[src/rtl/cpu_pkg.sv]
// Shared opcode/state encodings, instruction field positions and immediate helpers
// for the 16-bit fetch/decode/execute sequencer.
package cpu_pkg;

    typedef enum logic [3:0] {
        OP_NOP  = 4'h0,
        OP_ADD  = 4'h1,
        OP_SUB  = 4'h2,
        OP_AND  = 4'h3,
        OP_OR   = 4'h4,
        OP_XOR  = 4'h5,
        OP_SHL  = 4'h6,
        OP_SHR  = 4'h7,
        OP_ADDI = 4'h8,
        OP_BEQZ = 4'h9,
        OP_JR   = 4'hA,
        OP_HALT = 4'hF
    } opcode_e;

    typedef enum logic [2:0] {
        ST_IDLE   = 3'd0,
        ST_FETCH  = 3'd1,
        ST_DECODE = 3'd2,
        ST_EXEC   = 3'd3,
        ST_WB     = 3'd4,
        ST_PCUP   = 3'd5,
        ST_HALTED = 3'd6
    } state_e;

    localparam int unsigned OP_HI  = 15;
    localparam int unsigned OP_LO  = 12;
    localparam int unsigned RD_HI  = 11;
    localparam int unsigned RD_LO  = 8;
    localparam int unsigned RS1_HI = 7;
    localparam int unsigned RS1_LO = 4;
    localparam int unsigned RS2_HI = 3;
    localparam int unsigned RS2_LO = 0;
    localparam int unsigned OFF_HI = 7;
    localparam int unsigned OFF_LO = 0;

    localparam logic [3:0] PC_REG_DEFAULT = 4'd15;

    function automatic logic [15:0] sext4(input logic [3:0] v);
        return {{12{v[3]}}, v};
    endfunction

    function automatic logic [15:0] sext8(input logic [7:0] v);
        return {{8{v[7]}}, v};
    endfunction

endpackage

[src/rtl/alu16.sv]
// Combinational 16-bit ALU for opcodes ADD..ADDI; all results wrap mod 2^16,
// anything else yields zero.
module alu16
    import cpu_pkg::*;
(
    input  logic [3:0]  op,
    input  logic [15:0] a,
    input  logic [15:0] b,
    output logic [15:0] result
);

    always_comb begin
        result = '0;
        case (op)
            OP_ADD:  result = a + b;
            OP_SUB:  result = a - b;
            OP_AND:  result = a & b;
            OP_OR:   result = a | b;
            OP_XOR:  result = a ^ b;
            OP_SHL:  result = a << b[3:0];
            OP_SHR:  result = a >> b[3:0];
            OP_ADDI: result = a + b;
            default: result = '0;
        endcase
    end

endmodule

[src/rtl/ctrl_seq.sv]
// Multi-cycle fetch/decode/execute sequencer driving the register file read,
// GPR write and PC write ports, with an imem req/ack fetch handshake.
module ctrl_seq
    import cpu_pkg::*;
#(
    parameter logic [15:0] RESET_PC = 16'h0000,
    parameter logic [3:0]  PC_REG   = PC_REG_DEFAULT
) (
    input  logic        clk,
    input  logic        rst,
    input  logic        run_en,
    output logic        imem_req,
    output logic [15:0] imem_addr,
    input  logic        imem_ack,
    input  logic [15:0] imem_rdata,
    output logic [3:0]  out1_addr,
    output logic [3:0]  out2_addr,
    output logic        out1_en,
    output logic        out2_en,
    input  logic [15:0] rf_out1,
    input  logic [15:0] rf_out2,
    output logic [15:0] w_data,
    output logic [3:0]  w_addr,
    output logic        w_en,
    output logic [15:0] pc_data,
    output logic [3:0]  pc_addr,
    output logic        pc_en,
    output logic        halted,
    output logic        illegal
);

    state_e      state_q;
    logic [15:0] pc_q;
    logic [15:0] ir_q;
    logic [15:0] a_q;
    logic [15:0] b_q;
    logic [15:0] res_q;
    logic [15:0] npc_q;
    logic        illegal_q;

    logic [3:0]  op;
    logic [3:0]  rd;
    logic [3:0]  rs1;
    logic [3:0]  rs2;
    logic        is_alu;
    logic        is_bad_op;
    logic [15:0] alu_res;
    logic [15:0] pc_inc;
    logic [15:0] npc;

    assign op  = ir_q[OP_HI:OP_LO];
    assign rd  = ir_q[RD_HI:RD_LO];
    assign rs1 = ir_q[RS1_HI:RS1_LO];
    assign rs2 = ir_q[RS2_HI:RS2_LO];

    assign is_alu    = (op >= OP_ADD) && (op <= OP_ADDI);
    assign is_bad_op = (op >= 4'hB) && (op <= 4'hE);

    alu16 u_alu (
        .op     (op),
        .a      (a_q),
        .b      (b_q),
        .result (alu_res)
    );

    assign pc_inc = pc_q + 16'd1;

    always_comb begin
        npc = pc_inc;
        if (op == OP_BEQZ && a_q == '0) begin
            npc = pc_inc + sext8(ir_q[OFF_HI:OFF_LO]);
        end else if (op == OP_JR) begin
            npc = a_q;
        end
    end

    always_ff @(posedge clk or posedge rst) begin
        if (rst) begin
            state_q   <= ST_IDLE;
            pc_q      <= RESET_PC;
            ir_q      <= '0;
            a_q       <= '0;
            b_q       <= '0;
            res_q     <= '0;
            npc_q     <= '0;
            illegal_q <= 1'b0;
        end else begin
            case (state_q)
                ST_IDLE: begin
                    if (run_en) state_q <= ST_FETCH;
                end
                ST_FETCH: begin
                    if (imem_ack) begin
                        ir_q    <= imem_rdata;
                        state_q <= ST_DECODE;
                    end
                end
                ST_DECODE: begin
                    a_q     <= rf_out1;
                    b_q     <= (op == OP_ADDI) ? sext4(rs2) : rf_out2;
                    state_q <= ST_EXEC;
                end
                ST_EXEC: begin
                    res_q <= alu_res;
                    npc_q <= npc;
                    // Writing the PC through an ALU op is rejected; the PC still advances.
                    if (op == OP_HALT) begin
                        state_q <= ST_HALTED;
                    end else if (is_bad_op || (is_alu && rd == PC_REG)) begin
                        illegal_q <= 1'b1;
                        state_q   <= ST_PCUP;
                    end else if (is_alu) begin
                        state_q <= ST_WB;
                    end else begin
                        state_q <= ST_PCUP;
                    end
                end
                ST_WB: begin
                    state_q <= ST_PCUP;
                end
                ST_PCUP: begin
                    pc_q    <= npc_q;
                    state_q <= ST_FETCH;
                end
                ST_HALTED: begin
                    state_q <= ST_HALTED;
                end
                default: begin
                    state_q <= ST_IDLE;
                end
            endcase
        end
    end

    always_comb begin
        imem_req  = 1'b0;
        imem_addr = '0;
        out1_en   = 1'b0;
        out1_addr = '0;
        out2_en   = 1'b0;
        out2_addr = '0;
        w_en      = 1'b0;
        w_addr    = '0;
        w_data    = '0;
        pc_en     = 1'b0;
        pc_addr   = '0;
        pc_data   = '0;
        halted    = 1'b0;
        case (state_q)
            ST_FETCH: begin
                imem_req  = 1'b1;
                imem_addr = pc_q;
            end
            ST_DECODE: begin
                if (is_alu) begin
                    out1_en   = 1'b1;
                    out1_addr = rs1;
                    out2_en   = 1'b1;
                    out2_addr = rs2;
                end else if (op == OP_BEQZ || op == OP_JR) begin
                    out1_en   = 1'b1;
                    out1_addr = rd;
                end
            end
            ST_WB: begin
                w_en   = 1'b1;
                w_addr = rd;
                w_data = res_q;
            end
            ST_PCUP: begin
                pc_en   = 1'b1;
                pc_addr = PC_REG;
                pc_data = npc_q;
            end
            ST_HALTED: begin
                halted = 1'b1;
            end
            default: ;
        endcase
    end

    assign illegal = illegal_q;

endmodule

[config.mk]
export PLATFORM = sky130hd
export DESIGN_NAME = ctrl_seq
export DESIGN_NICKNAME = d
export VERILOG_FILES = /design/src/rtl/cpu_pkg.sv /design/src/rtl/alu16.sv /design/src/rtl/ctrl_seq.sv
export SDC_FILE = /design/constraint.sdc
export NUM_CORES = 1
export LEC_CHECK = 0
export BUFFER_PORTS_ARGS = -buffer_cell sky130_fd_sc_hd__buf_4
export CORE_MARGIN = 5
export CORE_UTILIZATION = 60
export CTS_CLUSTER_SIZE = 40
export DETAILED_ROUTE_END_ITERATION = 8
export HOLD_SLACK_MARGIN = 0.02
export PLACE_DENSITY = 0.79
export SETUP_SLACK_MARGIN = 0.3
export SLEW_MARGIN = 20
export SYNTH_ARGS = -nofsm -noshare
export SYNTH_HDL_FRONTEND = slang
export SYNTH_SLANG_ARGS = --single-unit
export TNS_END_PERCENT = 100
[constraint.sdc]
create_clock -name clk -period 3.5 [get_ports clk]
set_input_delay 0.525 -clock clk [delete_from_list [all_inputs] [get_ports clk]]
set_output_delay 0.525 -clock clk [all_outputs]
set_load 0.03 [all_outputs]
==> flow_summary.ini <==
[synthesis]
syn_inst = 1105
synth_top_area_cell = dfrtp_1
synth_edf_count = 0
synthArstFlopShare = 1.000
synth_area_leaders = dfrtp_1, ha_1, a21oi_1, mux2_2, nor2_1
ys_seq_elements = 100
synth.top_cell.area_share = 0.2752
syn_area_mm2 = 0.009094
synth_sequential_area_ratio = 0.2752
synth_fp_nets = 1227
synthDistinctLibCells = 77
syn_avg_cell_area_um2 = 8.230
synthFlopType = dfrtp_1
yosysWarnings = 0

[clock_network]
root_buffer = clkbuf_16
cts-htree-levels = 3
cts_buffers = 9
cts_max_path_buffers = 2
cts_tree = yes
clk_latency_ns = 0.38
path_clk_slew_ns = 0.09
post_cts_buffers = 0
clock_sinks = 100

[global_route]
grt_max_degree = 65
overflow = 0
grt_pass1_vias = 8676
grt_util_all_layers = 0.3454
grt_antenna_before_repair = 0
grt_pass1_wl_mm = 48.65

[timing]
finalCritPeriodShare = 0.8676
worst_pin_slew_ns = 0.8547
setup_viol = 0
final_hold_viol_count = 0
period_needed_ns = 3.037
slew_viol_final = 0
rsz0062_at_grt = yes
fin_setup_tns_ns = 0
relSlewSlack = 0.4302
maxClockFrequency_mhz = 329.3
skew_ns = 0.01684

[critical_path]
crit_type = flop to flop
path_max_fanout = 6
start_kind = flop
required_ns = 3.74
reg2reg_setup_slack_ns = 0.46
worstSetupEndpointType = flop
cp.arrival_ns = 3.28

[floorplanning]
row_count = 45
chipWidth_um = 133.1
coreArea_mm2 = 0.01503
initial_utilization = 0.6049
dieHeight_um = 133.1
ios = 123
die-area_mm2 = 0.01772

[layout]
regArea_mm2 = 0.002505
fin_nets = 1326
diodes = 0
multi_input_area_mm2 = 0.006115
fill_cells = 1255
instances_no_fill = 1397
drive_gt1_frac = 0.2184
area_growth_pct = 16.28

[detailed_routing]
detail-route-antenna-nets = 0
drt_iter0_markers = 836
drt-total-wl_mm = 30.49
drc = 0
vias = 9033
first_pass_iters = 8
viasPerCell = 6.466
wl_per_cell_um = 21.82

[power]
peakVddDrop_v = 0.0005548
p_leak_nw = 4.851
powerDensity_mw_per_mm2 = 1075
p_total_mw = 11.37

[place]
gp_congestion = 1.022
hpwl_mm = 23.05
io_buffers = 122
dpl.cell_count = 1381

[outcome]
status = completed

[flow_run]
maxCapViolCount = 0

[worst_hold_path]
hold_path_class = primary input to asynchronous set/reset pin
per-stage QoR:
step	util	cell area (µm²)	setup WS, ns	hold WS [ns]
2_1_floorplan	-	9094	0.3562	0.4423
3_3_place_gp	0.6765	10170	0.4069	0.4583
3_5_place_dp	0.6765	10170	0.3447	0.4581
4_1_cts	0.6987	10500	0.3113	0.2485
5_1_grt	0.7034	10570	0.2479	0.2896
6_report	0.7034	10570	0.4635	0.2302
final cells by class:
cell class | instances | share of cell area
multi-input combinational | 886 | 0.5783
sequential | 100 | 0.2369
timing repair buffer | 157 | 0.1130
tap | 188 | 0.02225
clock buffer | 9 | 0.02130
inverter | 50 | 0.01799
clock inverter | 7 | 0.01029
path summary, 6_finish.rpt:
kind | end | startpoint | cells past startpoint
setup reg to reg | npc_q[13] | pc_q[0] | 12
hold / removal | a_q[1] | rst | 2
min in group clk | a_q[1] | rf_out1[1] | 3
hold reg to reg | npc_q[0] | npc_q[0] | 2
max in group asynchronous | npc_q[13] | rst | 3
setup / recovery | npc_q[13] | pc_q[0] | 12
synthesized netlist by cell type (6+ instances only):
| cell type | n |
|---|---|
| o211ai_1 | 13 |
| mux4_2 | 11 |
| buf_2 | 20 |
| o21ai_1 | 11 |
| clkbuf_1 | 26 |
| o21a_1 | 10 |
| buf_4 | 13 |
| nand2_1 | 108 |
| a211oi_1 | 11 |
| o31ai_1 | 8 |
| or3_1 | 7 |
| dfrtp_1 | 100 |
| o21ai_0 | 83 |
| o221ai_1 | 7 |
| nor3_1 | 14 |
| mux2_2 | 41 |
| nand3_1 | 25 |
| xor2_1 | 16 |
| ha_1 | 68 |
| and3_1 | 24 |
| and2_1 | 40 |
| nand4_1 | 10 |
| a31oi_1 | 11 |
| xnor2_1 | 35 |
| a21oi_1 | 98 |
| nor2_1 | 111 |
| nor4_1 | 9 |
| nand2b_1 | 9 |
| nor2b_1 | 10 |
| buf_1 | 6 |
| o22ai_1 | 7 |
| mux2i_1 | 22 |
| inv_1 | 47 |
report_power, final:
group	leakage, nW	switching, mW	internal, mW
Clock	0.164	0.522	0.642
Combinational	3.47	4.51	3.08
Sequential	1.22	0.929	1.68
layout by cell type (no fill, tap or decap), types with 24 or more instances in the layout:
master / netlist / final
mux2_2: 41 / 41
nor2_1: 111 / 110
nand2_1: 108 / 108
inv_1: 47 / 46
o21ai_0: 83 / 83
buf_4: 13 / 155
and3_1: 24 / 24
ha_1: 68 / 67
and2_1: 40 / 40
dfrtp_1: 100 / 98
a21oi_1: 98 / 98
xnor2_1: 35 / 35
nand3_1: 25 / 25
metal layers:
layer,up-vias,track usage,wire (µm)
met5,-,0,0
met4,0,0.1274,1299
met3,110,0.06269,2468
met2,451,0.5703,14720
met1,4343,0.4559,12000
li1,4129,-,-
sequential cells by signal (all words and copies together) (netlist names):
name,cells
res_q,16
ir_q,16
illegal,1
npc_q,16
state_q,3
a_q,16
pc_q,16
b_q,16
cells by family after synthesis:
group | Yosys count | share of synthesized area
buf+inv | 119 | 0.06054
compound gates | 303 | 0.2057
fa+ha+maj | 70 | 0.09796
xor+xnor | 52 | 0.05091
flops | 100 | 0.2752
mux | 74 | 0.1022
simple gates | 387 | 0.2075
what timing repair did:
item | in CTS | in global routing
hold buffers | 0 | 0
gates resized for setup | 0 | 16
endpoints found under the setup margin | 0 | 12
hold endpoints to repair | 0 | 0
critical path, stage by stage, from the launching register on:
cell       delay [ns]
dfrtp_1          0.44
ha_2             0.28
inv_1            0.11
nor4_2           0.30
xor2_1           0.27
ha_1             0.36
nand2_1          0.11
nor2_1           0.05
a211oi_2         0.28
nor2_1           0.10
a2111oi_2        0.33
xor2_1           0.19
o211ai_1         0.09
Power figures use the tool's default switching activity.
